[src/rtl/video_pkg.sv]
// Shared video definitions: register indices, loader state encoding and sizing.
package video_pkg;

    localparam int NREGS  = 32;
    localparam int ADDR_W = 5;

    localparam logic [ADDR_W-1:0] BASE    = 5'd0;
    localparam logic [ADDR_W-1:0] LEFT    = 5'd1;
    localparam logic [ADDR_W-1:0] RIGHT   = 5'd2;
    localparam logic [ADDR_W-1:0] TOP     = 5'd3;
    localparam logic [ADDR_W-1:0] BOTTOM  = 5'd4;
    localparam logic [ADDR_W-1:0] MODE    = 5'd5;
    localparam logic [ADDR_W-1:0] PALETTE = 5'd16;

    typedef enum logic [1:0] {
        IDLE,
        ARMED,
        COPY
    } loader_state_t;

endpackage

[src/rtl/video_reg_loader_if.sv]
// Register-port bus: write strobe/index/data plus read strobe/data.
interface video_reg_loader_if #(
    parameter int ADDR_W = 5
);
    logic              wr;
    logic [ADDR_W-1:0] addr;
    logic [15:0]       wdata;
    logic              rd;
    logic [15:0]       rdata;

    modport master (output wr, addr, wdata, rd, input rdata);
    modport slave  (input wr, addr, wdata, rd, output rdata);
endinterface

[src/rtl/video_reg_loader_sync_fall_det.sv]
// Synchroniser for the asynchronous active-low vsync plus a history flop for fall detection.
module sync_fall_det #(
    parameter int SYNC_STAGES = 2
) (
    input  logic reg_clk,
    input  logic nreset,
    input  logic vsync_in,
    output logic vs_fall
);

    logic [SYNC_STAGES-1:0] sync;
    logic                   hist;

    always_ff @(posedge reg_clk) begin
        if (!nreset) begin
            sync <= '1;
            hist <= 1'b1;
        end else begin
            sync <= {sync[SYNC_STAGES-2:0], vsync_in};
            hist <= sync[SYNC_STAGES-1];
        end
    end

    assign vs_fall = hist & ~sync[SYNC_STAGES-1];

endmodule

[src/rtl/video_reg_loader.sv]
// Shadow register file streamed into the video controller on vsync after a commit.
// Build option VIDREG_DIRTY_EN: only entries written since their last copy are sent.
module video_reg_loader #(
    parameter int NREGS       = video_pkg::NREGS,
    parameter int ADDR_W      = video_pkg::ADDR_W,
    parameter int SYNC_STAGES = 2
) (
    input  logic                      reg_clk,
    input  logic                      nreset,
    video_reg_loader_if.slave         cpu,
    video_reg_loader_if.master        ctrl,
    input  logic                      commit,
    input  logic                      vsync_in,
    output logic                      pending,
    output logic                      busy
);
    import video_pkg::*;

    loader_state_t     state, state_next;
    logic [ADDR_W-1:0] idx, idx_next;
    logic              rearm, rearm_next;
    logic              vs_fall;
    logic              last;
    logic              copy_en;
    logic [15:0]       shadow [NREGS];

    sync_fall_det #(.SYNC_STAGES(SYNC_STAGES)) u_sync (
        .reg_clk  (reg_clk),
        .nreset   (nreset),
        .vsync_in (vsync_in),
        .vs_fall  (vs_fall)
    );

    assign last = (idx == ADDR_W'(NREGS - 1));

`ifdef VIDREG_DIRTY_EN
    logic [NREGS-1:0] dirty;

    assign copy_en = (state == COPY) && dirty[idx];

    // A CPU write to the entry being copied re-marks it, so it goes out next commit.
    always_ff @(posedge reg_clk) begin
        if (!nreset) begin
            dirty <= '0;
        end else begin
            if (copy_en) dirty[idx] <= 1'b0;
            if (cpu.wr)  dirty[cpu.addr] <= 1'b1;
        end
    end
`else
    assign copy_en = (state == COPY);
`endif

    always_comb begin
        state_next = state;
        idx_next   = idx;
        rearm_next = rearm;
        case (state)
            IDLE: if (commit) state_next = ARMED;
            ARMED: begin
                if (vs_fall) begin
                    state_next = COPY;
                    idx_next   = '0;
                end
            end
            COPY: begin
                idx_next = idx + 1'b1;
                if (commit) rearm_next = 1'b1;
                if (last) begin
                    state_next = (rearm || commit) ? ARMED : IDLE;
                    rearm_next = 1'b0;
                end
            end
            default: state_next = IDLE;
        endcase
    end

    always_ff @(posedge reg_clk) begin
        if (!nreset) begin
            state <= IDLE;
            idx   <= '0;
            rearm <= 1'b0;
        end else begin
            state <= state_next;
            idx   <= idx_next;
            rearm <= rearm_next;
        end
    end

    always_ff @(posedge reg_clk) begin
        if (!nreset) begin
            ctrl.wr    <= 1'b0;
            ctrl.addr  <= '0;
            ctrl.wdata <= '0;
        end else begin
            ctrl.wr <= copy_en;
            if (copy_en) begin
                ctrl.addr  <= idx;
                ctrl.wdata <= shadow[idx];
            end
        end
    end

    always_ff @(posedge reg_clk) begin
        if (!nreset) begin
            shadow    <= '{default: '0};
            cpu.rdata <= '0;
        end else begin
            if (cpu.wr) shadow[cpu.addr] <= cpu.wdata;
            if (cpu.rd) cpu.rdata <= shadow[cpu.addr];
        end
    end

    assign ctrl.rd = 1'b0;
    assign pending = (state != IDLE);
    assign busy    = (state == COPY);

endmodule
[src/flat_wrapper.sv]
// flat-port wrapper written by rule: the top's interface ports become plain ports
module video_reg_loader_flat import video_pkg::*;
#(
    parameter int NREGS       = video_pkg::NREGS,
    parameter int ADDR_W      = video_pkg::ADDR_W,
    parameter int SYNC_STAGES = 2
)
  (reg_clk, nreset, commit, vsync_in, pending, busy, cpu_wr, cpu_addr, cpu_wdata, cpu_rd, cpu_rdata, ctrl_wr, ctrl_addr, ctrl_wdata, ctrl_rd, ctrl_rdata);
  video_reg_loader_if #(.ADDR_W(ADDR_W)) cpu_i ();
  video_reg_loader_if #(.ADDR_W(ADDR_W)) ctrl_i ();
  input  logic reg_clk;
  input  logic nreset;
  input  logic commit;
  input  logic vsync_in;
  output logic pending;
  output logic busy;
  input wire logic [$bits(cpu_i.wr)-1:0] cpu_wr;
  input wire logic [$bits(cpu_i.addr)-1:0] cpu_addr;
  input wire logic [$bits(cpu_i.wdata)-1:0] cpu_wdata;
  input wire logic [$bits(cpu_i.rd)-1:0] cpu_rd;
  output wire logic [$bits(cpu_i.rdata)-1:0] cpu_rdata;
  output wire logic [$bits(ctrl_i.wr)-1:0] ctrl_wr;
  output wire logic [$bits(ctrl_i.addr)-1:0] ctrl_addr;
  output wire logic [$bits(ctrl_i.wdata)-1:0] ctrl_wdata;
  output wire logic [$bits(ctrl_i.rd)-1:0] ctrl_rd;
  input wire logic [$bits(ctrl_i.rdata)-1:0] ctrl_rdata;
  assign cpu_i.wr = cpu_wr;
  assign cpu_i.addr = cpu_addr;
  assign cpu_i.wdata = cpu_wdata;
  assign cpu_i.rd = cpu_rd;
  assign cpu_rdata = cpu_i.rdata;
  assign ctrl_wr = ctrl_i.wr;
  assign ctrl_addr = ctrl_i.addr;
  assign ctrl_wdata = ctrl_i.wdata;
  assign ctrl_rd = ctrl_i.rd;
  assign ctrl_i.rdata = ctrl_rdata;
  video_reg_loader #(.NREGS(NREGS), .ADDR_W(ADDR_W), .SYNC_STAGES(SYNC_STAGES)) u_core (.reg_clk(reg_clk), .nreset(nreset), .cpu(cpu_i), .ctrl(ctrl_i), .commit(commit), .vsync_in(vsync_in), .pending(pending), .busy(busy));
endmodule
[config.mk]
export PLATFORM = sky130hd
export DESIGN_NAME = video_reg_loader_flat
export DESIGN_NICKNAME = d
export VERILOG_FILES = /design/src/rtl/video_pkg.sv /design/src/rtl/video_reg_loader_if.sv /design/src/rtl/video_reg_loader_sync_fall_det.sv /design/src/rtl/video_reg_loader.sv /design/src/flat_wrapper.sv
export SDC_FILE = /design/constraint.sdc
export NUM_CORES = 1
export LEC_CHECK = 0
export BUFFER_PORTS_ARGS = -buffer_cell sky130_fd_sc_hd__buf_2
export CORE_MARGIN = 1
export CORE_UTILIZATION = 27
export CTS_CLUSTER_DIAMETER = 60
export CTS_CLUSTER_SIZE = 14
export DETAILED_ROUTE_END_ITERATION = 6
export GPL_TIMING_DRIVEN = 0
export HOLD_SLACK_MARGIN = 0.1
export PLACE_DENSITY = 0.38
export SKIP_LAST_GASP = 1
export SYNTH_ARGS = -nofsm -noshare
export SYNTH_HDL_FRONTEND = slang
export SYNTH_SLANG_ARGS = --single-unit
[constraint.sdc]
create_clock -name reg_clk -period 4.2 [get_ports reg_clk]
set_input_delay 0.42 -clock reg_clk [delete_from_list [all_inputs] [get_ports reg_clk]]
set_output_delay 0.42 -clock reg_clk [all_outputs]
set_load 0.05 [all_outputs]
## Yosys cells after proc, flatten, opt, wreduce, memory -nomap -nowiden

Cells that the tools add are included.

- Word-level logic and storage cells: 82
- Bits of input ports: 43
- Register bits: 561
- Output and inout port bits: 41

- Eq/ne operators: 6
- $add $sub $neg: 1
- Multiplexer cells: 18
- $lt $le $gt $ge: 3
- Bitwise logic cells: 4
- Reduce and logical (&&, ||, !) cells: 9

Operators with widths:

| kind | number |
|---|---|
| $bwmux W512 | 1 |
| $bmux W16 S5 | 2 |
| $demux W16 S5 | 1 |
| $mux W16 | 5 |
| $ge A6 B6 Y1 const B | 2 |
| $not A5 Y6 | 2 |
| $pmux W5 S2 | 1 |
| $lt A6 B1 Y1 const B | 1 |
| $mux W2 | 3 |
| $pmux W2 S3 | 1 |
| $reduce_bool A2 Y1 | 3 |
| $add A5 B1 Y5 const B | 1 |
| $eq A5 B5 Y1 const B | 1 |
| $mux W5 | 1 |
| $ne A2 B2 Y1 const B | 2 |
| $reduce_and A2 Y1 | 2 |
| $mux W1 | 3 |
| $reduce_and A3 Y1 | 1 |
| $eq A2 B1 Y1 const B | 1 |
| $eq A2 B2 Y1 const B | 1 |
| $logic_not A2 Y1 | 1 |
| $ne A2 B1 Y1 const B | 1 |
| $and A1 B1 Y1 | 1 |
| $logic_and A1 B1 Y1 | 1 |
| other kinds (2) | 2 |

## Longest topological paths before layout

Gate-level depths: netlist of the first run.

- Depth in word-level cells: 6
- Mapped depth: 8
- Gate-level depth less buffers: 6

## Modules after synthesis

From an unflattened synthesis of the first run, not the netlist that was laid out.

- Cells, all modules: 3,201
- Area total of the unflattened synthesis: 28,023.1 um^2

By module, submodules not included:

| module | instances | area an instance (um^2) | cells an instance | sequential area each (um^2) |
|---|---|---|---|---|
| video_reg_loader | 1 | 27,938.0 | 3,194 | 11,170.7 |
| sync_fall_det | 1 | 85.1 | 7 | 60.1 |

## Worst setup path after synthesis of the first run

Ideal clock, no wire load.

- Path kind: input -> register
- Start point: in cpu_addr[0]
- End point: reg u_core.cpu.rdata[15]
- Buffers on the path: 2
- Arrival time: 1.835 ns
- Stages: 6
- Setup time: 0.119 ns
- Path slack: 2.246 ns
- Data required time: 4.081 ns
- Cell sequence: buf_6 -> buf_2 -> mux4_2 -> a21oi_1 -> o311ai_0 -> o221a_2

- Longest elaborated chain between the ends: 4

RTL lines:

| what | line | text |
|---|---|---|
| start, declared | flat_wrapper.sv:18 | `input wire logic [$bits(cpu_i.addr)-1:0] cpu_addr;` |
| $not A5 Y6 (implied by the code) | video_reg_loader.sv:110 | `if (cpu.rd) cpu.rdata <= shadow[cpu.addr];` |
| $bmux W16 S5 | video_reg_loader.sv:110 |  |
| $mux W16 (implied by the code) (2 in a row) | video_reg_loader.sv:110 |  |
| end signal, assigned | video_reg_loader.sv:110 |  |
| end, declared | video_reg_loader_if.sv:12 | `modport slave (input wr, addr, wdata, rd, output rdata);` |

No other way between the ends. The select of a mux whose other input is x is not followed.
A chain may end at the register's enable or synchronous reset.

## Worst setup path in the final report of the first run

- Start point: reg u_core.idx[1]
- End point: reg u_core.ctrl.wdata[10]

- Longest elaborated chain between the ends: 4

RTL lines:

| what | line | text |
|---|---|---|
| start, declared | video_reg_loader.sv:20 | `logic [ADDR_W-1:0] idx, idx_next;` |
| start signal, assigned | video_reg_loader.sv:85 | `idx <= idx_next;` |
| $not A5 Y6 (implied by the code) | video_reg_loader.sv:99 | `ctrl.wdata <= shadow[idx];` |
| $bmux W16 S5 | video_reg_loader.sv:99 |  |
| $mux W16 (implied by the code) (2 in a row) | video_reg_loader.sv:99 |  |
| end signal, assigned | video_reg_loader.sv:99 |  |
| end, declared | video_reg_loader_if.sv:11 | `modport master (output wr, addr, wdata, rd, input rdata);` |

No other way between the ends. The select of a mux whose other input is x is not followed.

==> results.py, run 1 <==
metrics = {
    "power_and_ir_drop": {
        "p_comb_frac": 0.074,
        "intPower_uw": 9410,
        "p_switching_uw": 3670,
        "powerDensity_nw_per_um2": 404,
        "clockPowerShare": 0.512,
        "p_sw_frac": 0.281,
        "vdd_drop_max_v": 0.000256,
        "p_leak_uw": 0.00996,
        "power_uw": 13100,
        "p_seq_frac": 0.414,
    },
    "synth": {
        "synth_cell_types": 53,
        "synth-edff-count": 0,
        "synth_sequential_area_ratio": 0.404,
        "synth_area_um2": 27800,
        "syn_inst": 3200,
        "ys_ff_latch": 561,
        "async_flop_share": 0,
        "synth_ff_type": "dfxtp_1",
        "syn_avg_cell_area_um2": 8.69,
        "syn_nets": 3245,
        "yosysWarnings": 0,
    },
    "worst_setup_path": {
        "cp.arrival_ns": 4.06,
        "cp.required_ns": 4.75,
        "cp-start-kind": "register",
        "crit_type": "register to register",
        "setup.worst_path.start": "u_core.idx[1]",
        "path_max_fanout": 10,
        "r2r-start": "u_core.idx[1]",
        "end_kind": "register",
    },
    "clock_network": {
        "post_cts_resized": 0,
        "cts_setup_buffers": 0,
        "cts-root-buf": "clkbuf_16",
        "clkTransAtPathRegs_ns": 0.07,
        "cts_buffer_depth": 3,
        "h-tree-depth": 3,
        "cts_tree": "yes",
        "clock-sinks": 561,
        "holdBufCountCts": 3,
        "clock_latency_ns": 0.66,
        "cts_buffers": 72,
    },
    "die": {
        "die_h_um": 323,
        "core_um2": 102000,
        "start_util": 0.273,
        "io-pin-count": 84,
        "die-area_um2": 104000,
        "rows": 117,
        "die_x_um": 323,
    },
    "route": {
        "drt_iter0_markers": 3188,
        "drt-pass1-iter-count": 7,
        "viasPerCell": 5.56,
        "vias": 26500,
        "remaining_drc_errors": 5,
        "drtAntennaViolNets": 0,
        "wl_per_cell_um": 32.7,
        "routed_wl_mm": 156,
    },
    "sta": {
        "post-route-period-util": 0.837,
        "max_freq_mhz": 285,
        "relSlewSlack": -0.0149,
        "setup_viol": 0,
        "worst_slew_pin_slew_ns": 1.52,
        "finalCriticalPeriod_ns": 3.51,
        "fin_worst_skew_ns": 0.0340,
        "rsz0062_at_grt": "false",
        "drv_slew": 21,
        "holdWs_ns": 0.152,
        "fin_tns_setup_ns": 0,
        "finalHoldViolations": 0,
    },
    "global_route": {
        "grt_pass1_vias": 24800,
        "antenna_found_initial": 6,
        "grt_usage": 0.296,
        "grt_pass1_wl_mm": 211,
        "grt_remaining_overflow": 0,
        "grt_max_degree": 15,
    },
    "status": {
        "status": "complete, but fails checks",
        "violations": "design-rule violations, max-capacitance violations, max-slew violations",
    },
    "final_layout": {
        "nFillCells": 10900,
        "nets": 3386,
        "syn_to_final_growth_pct": 16.4,
        "design_area_um2": 32400,
        "drive_above_1_share": 0.160,
    },
    "worst_hold_path": {
        "hold_class": "primary input to register",
        "hp-start": "cpu_wdata[8]",
    },
    "placed_design": {
        "routabilityCongestion": 0.955,
        "hpwl_mm": 116,
        "port_buffers": 62,
        "placement.cell_area_um2": 29900,
    },
    "run": {
        "drv_cap": 3,
    },
}
-- stage by stage --
stage | util | setup WS [ns] | std cells
floorplan | - | 2.25 | 3200
global placement | 0.293 | 0.304 | 4630
detailed placement | 0.293 | 0.898 | 4632
CTS | 0.318 | 0.896 | 4764
global route | 0.318 | 0.861 | 4764
finish | 0.318 | 0.685 | 4765
-- sequential cells by signal, summed over array words and instances, names as in the netlist --
signal              flops
u_core.u_sync.sync      2
u_core.ctrl.wr          1
u_core.rearm            1
u_core.cpu.rdata       16
u_core.shadow         512
u_core.idx              5
u_core.ctrl.addr        5
u_core.ctrl.wdata      16
u_core.state            2
u_core.u_sync.hist      1
-- critical path, cell delays in order (launching register included) --
cell      delay, ns
dfxtp_1        0.33
buf_2          0.33
and2_1         0.18
clkbuf_1       0.68
clkbuf_1       1.04
a22oi_1        0.26
a21o_1         0.34
a31oi_1        0.24
-- cells in the mapped netlist, types with 2 or more instances --
| master | number | area share |
|---|---|---|
| o221a_1 | 9 | 0.0036 |
| o311ai_0 | 2 | 0.00063 |
| nor2b_1 | 11 | 0.0025 |
| a211oi_1 | 2 | 0.00054 |
| a22oi_1 | 124 | 0.033 |
| ha_1 | 2 | 0.00090 |
| nand3b_4 | 2 | 0.0014 |
| nor2_4 | 16 | 0.0065 |
| a311oi_1 | 3 | 0.00094 |
| nor3b_2 | 2 | 0.00090 |
| and3b_1 | 5 | 0.0016 |
| a32oi_1 | 11 | 0.0035 |
| nor3_1 | 2 | 0.00036 |
| nand3_1 | 38 | 0.0068 |
| mux2i_1 | 144 | 0.052 |
| dfxtp_1 | 561 | 0.40 |
| o21ai_0 | 13 | 0.0023 |
| mux4_2 | 185 | 0.15 |
| mux2_2 | 2 | 0.00081 |
| a31oi_1 | 22 | 0.0049 |
| or3b_2 | 3 | 0.00094 |
| buf_6 | 11 | 0.0045 |
| a21o_1 | 17 | 0.0046 |
| nand3b_1 | 5 | 0.0013 |
| nor2_1 | 19 | 0.0026 |
| buf_4 | 31 | 0.0084 |
| a221oi_1 | 9 | 0.0028 |
| nand2_1 | 1089 | 0.15 |
| nor3b_1 | 2 | 0.00054 |
| buf_2 | 72 | 0.013 |
| inv_1 | 6 | 0.00081 |
| and3_1 | 4 | 0.00090 |
| buf_1 | 4 | 0.00054 |
| nor2_2 | 16 | 0.0036 |
| a22o_1 | 8 | 0.0025 |
| a21oi_1 | 546 | 0.098 |
| nand2b_1 | 6 | 0.0013 |
| clkbuf_1 | 177 | 0.024 |
| and2_1 | 3 | 0.00067 |
| a41oi_1 | 3 | 0.00094 |
-- cell families after synthesis --
family,Yosys count,synth area share
buf+inv,302,0.0512
compound gates,773,0.160
simple gates,1230,0.181
other cells,1,0.000135
flops,561,0.404
fa+ha+maj,2,0.000899
mux,331,0.202
-- placed cells by master (no fill, tap or decap), drive strengths merged, types with 3 or more instances in the layout --
| cell | synthesis | layout |
|---|---|---|
| bufinv | 0 | 9 |
| a41oi | 3 | 3 |
| dfxtp | 561 | 561 |
| a22oi | 124 | 124 |
| a21o | 17 | 17 |
| or3b | 4 | 4 |
| nand2 | 1089 | 1089 |
| nand2b | 6 | 6 |
| nor2b | 11 | 11 |
| nor2 | 51 | 51 |
| a32oi | 11 | 11 |
| nand3 | 39 | 39 |
| o21ai | 13 | 13 |
| mux2i | 144 | 144 |
| a31oi | 22 | 22 |
| clkinvlp | 0 | 10 |
| buf | 118 | 182 |
| clkinv | 0 | 17 |
| nand3b | 7 | 7 |
| a21oi | 546 | 546 |
| a311oi | 3 | 3 |
| and3b | 5 | 5 |
| inv | 6 | 22 |
| clkbuf | 178 | 255 |
| and3 | 4 | 4 |
| a22o | 8 | 8 |
| dlygate4sd3 | 0 | 3 |
| and2 | 3 | 3 |
| nor3b | 4 | 4 |
| o221a | 10 | 10 |
| a221oi | 9 | 9 |
| mux4 | 185 | 185 |
-- layout make-up --
type                            instances  area, um^2  area share
Multi-Input combinational cell       2337       15200       0.469
Timing Repair Buffer                   67         363      0.0112
Antenna cell                            1        2.50   0.0000773
Inverter                                6        22.5    0.000695
Clock inverter                         52         623      0.0192
Clock buffer                           77        1850      0.0571
Buffer                                296        1410      0.0435
Sequential cell                       561       11200       0.347
Tap cell                             1368        1710      0.0529
-- power groups by stage --
| stage | logic (uW) | clock network (uW) | registers, uW |
|---|---|---|---|
| floorplan | 472 | 0 | 5540 |
| detailed placement | 941 | 0 | 5530 |
| finish | 963 | 6700 | 5420 |
| CTS | 944 | 6780 | 5410 |
| global route | 979 | 6990 | 5420 |
| global placement | 941 | 0 | 5530 |
-- path summary, 6_finish.rpt --
kind	cells past startpoint	to	slack [ns]
worst max-delay path	7	u_core.ctrl.wdata[10]	0.69
worst min-delay path	3	u_core.shadow[8]	0.15
worst max register to register	7	u_core.ctrl.wdata[10]	0.69
worst min register to register	1	u_core.u_sync.sync[1]	0.45
-- per-layer routing --
metal,share of wire,GRT usage,vias up
li1,-,-,11600
met1,0.43,0.397,13400
met2,0.45,0.469,1229
met3,0.073,0.0445,293
met4,0.047,0.131,0
met5,0,0,-
Note: power is estimated with default switching activity, not from simulation.
==> run 2: changes to the inputs <==
PLACE_DENSITY = 0.39   (was 0.38)
clock period = 2.85 ns   (was 4.2 ns; I/O delays follow)
==> results.py, run 2 (synthesis gave the netlist of run 1 again) <==
metrics = {
    "status": {
        "status": "complete, but fails checks",
        "violations": "design-rule violations, max-capacitance violations, max-slew violations, negative setup slack",
    },
    "run": {
        "drv_cap": 2,
    },
    "route": {
        "drt-pass1-iter-count": 7,
        "wl_per_cell_um": 32.1,
        "vias": 26300,
        "routed_wl_mm": 154,
        "drt_iter0_markers": 3144,
        "drtAntennaViolNets": 0,
        "remaining_drc_errors": 1,
        "viasPerCell": 5.50,
    },
    "final_layout": {
        "nets": 3403,
        "top_regs": "u_core.shadow: 512 flops, u_core.cpu.rdata: 16 flops, u_core.ctrl.wdata: 16 flops",
        "final_common_cell": "nand2_1",
        "final_util": 0.321,
        "syn_to_final_growth_pct": 17.5,
        "multi_input_area_um2": 15200,
        "design_area_um2": 32700,
        "nFillCells": 10900,
        "drive_above_1_share": 0.164,
        "regArea_um2": 11200,
        "top_register": "u_core.shadow",
        "largest_register_ffs": 512,
        "layout_common_cells": "1089 x nand2_1, 561 x dfxtp_1, 546 x a21oi_1",
    },
    "sta": {
        "post-route-period-util": 1.04,
        "max_freq_mhz": 337,
        "fin_worst_skew_ns": 0.0373,
        "setup_viol": 4,
        "fin_tns_setup_ns": -0.206,
        "finalCriticalPeriod_ns": 2.96,
        "worst_slew_pin_slew_ns": 1.58,
        "final.setup.worst_slack_ns": -0.114,
        "relSlewSlack": -0.0551,
        "drv_slew": 22,
        "rsz0062_at_grt": "false",
        "finalHoldViolations": 0,
    },
    "global_route": {
        "grt_pass1_vias": 24300,
        "grt_usage": 0.291,
        "grt_max_degree": 15,
        "grt_pass1_wl_mm": 208,
        "antenna_found_initial": 3,
        "grt_remaining_overflow": 0,
    },
    "power_and_ir_drop": {
        "p_switching_uw": 5440,
        "intPower_uw": 14100,
        "p_sw_frac": 0.278,
        "p_seq_frac": 0.407,
        "power_uw": 19600,
        "vdd_drop_max_v": 0.000374,
        "powerDensity_nw_per_um2": 599,
        "clockPowerShare": 0.520,
        "p_leak_uw": 0.0101,
        "p_comb_frac": 0.073,
    },
    "worst_setup_path": {
        "cp-start-kind": "register",
        "cp.required_ns": 3.37,
        "setup.worst_path.start": "u_core.idx[3]",
        "path_max_fanout": 10,
        "end_kind": "register",
        "r2r-start": "u_core.idx[3]",
        "cp.arrival_ns": 3.49,
        "crit_type": "register to register",
    },
    "die": {
        "rows": 117,
        "die-area_um2": 104000,
        "core_um2": 102000,
        "start_util": 0.273,
        "die_x_um": 323,
        "die_h_um": 323,
        "io-pin-count": 84,
    },
    "clock_network": {
        "clock_latency_ns": 0.66,
        "clock-sinks": 561,
        "cts-root-buf": "clkbuf_16",
        "clkTransAtPathRegs_ns": 0.07,
        "cts_tree": "yes",
        "cts_buffers": 74,
        "h-tree-depth": 3,
        "cts_buffer_depth": 3,
    },
    "worst_hold_path": {
        "hold_class": "primary input to register",
        "hp-start": "nreset",
    },
    "placed_design": {
        "routabilityCongestion": 0.959,
        "placement.cell_area_um2": 29900,
        "hpwl_mm": 115,
        "port_buffers": 62,
    },
}
==> run 2: cell types whose count changed in the layout (fill, tap and decap cells not counted), sizes merged <==
cell / before / now
bufinv: 9 / 6
clkinvlp: 10 / 6
clkdlybuf4s15: 0 / 1
inv: 22 / 28
buf: 182 / 180
clkbuf: 255 / 270
dlygate4sd3: 3 / 18
clkinv: 17 / 11
==> run 2: what timing repair did <==
action,CTS,global route
pin swaps,0,0
hold buffers,18,0
gates resized for setup,15,5
endpoints found under the setup margin,16,6
endpoints found under the hold margin,35,0
buffers inserted,0,0
==> run 2: metal layers <==
layer	GRT usage	wire length [um]
met5	0	13
met4	0.129	7430
met3	0.0634	12200
met2	0.463	70300
met1	0.375	63900
==> run 2: worst max-delay path: stages (launching register included) <==
cell	delay [ns]
dfxtp_1	0.32
buf_2	0.24
nor2b_1	0.15
clkbuf_1	0.73
clkbuf_2	0.64
a22oi_1	0.19
a21o_1	0.28
a31oi_1	0.28
==> run 2: power groups by stage <==
stage | Clock [uW] | Combinational, uW | Sequential [uW]
2_1_floorplan | 0 | 696 | 8160
3_3_place_gp | 0 | 1380 | 8160
3_5_place_dp | 0 | 1380 | 8150
4_1_cts | 10300 | 1400 | 7980
5_1_grt | 10600 | 1450 | 7980
6_report | 10200 | 1430 | 7980
==> run 2: metrics by stage <==
step,cells,worst slack (ns),hold slack [ns]
after global placement,4630,-0.872,0.395
after CTS,4785,0.00759,0.238
after global routing,4786,0.00695,0.256
after detailed placement,4632,-0.411,0.397
final,4787,-0.114,0.269
after floorplan,3200,1.03,0.386
==> run 2: area by class of cell <==
class	count	area share
well taps	1368	0.0523
clock inverters	45	0.0157
plain buffers	295	0.0437
diodes	1	0.0000765
multi-input cells	2337	0.464
clock buffers	91	0.0640
flip-flops and latches	561	0.343
repair buffers	83	0.0160
inverters	6	0.000689
==> run 2: final timing paths <==
check                     endpoint  slack [ns]  cells after the start
max           u_core.ctrl.wdata[4]       -0.11                      7
min          u_core.u_sync.sync[1]        0.27                      3
max reg2reg   u_core.ctrl.wdata[4]       -0.11                      7
min reg2reg  u_core.u_sync.sync[1]        0.41                      1
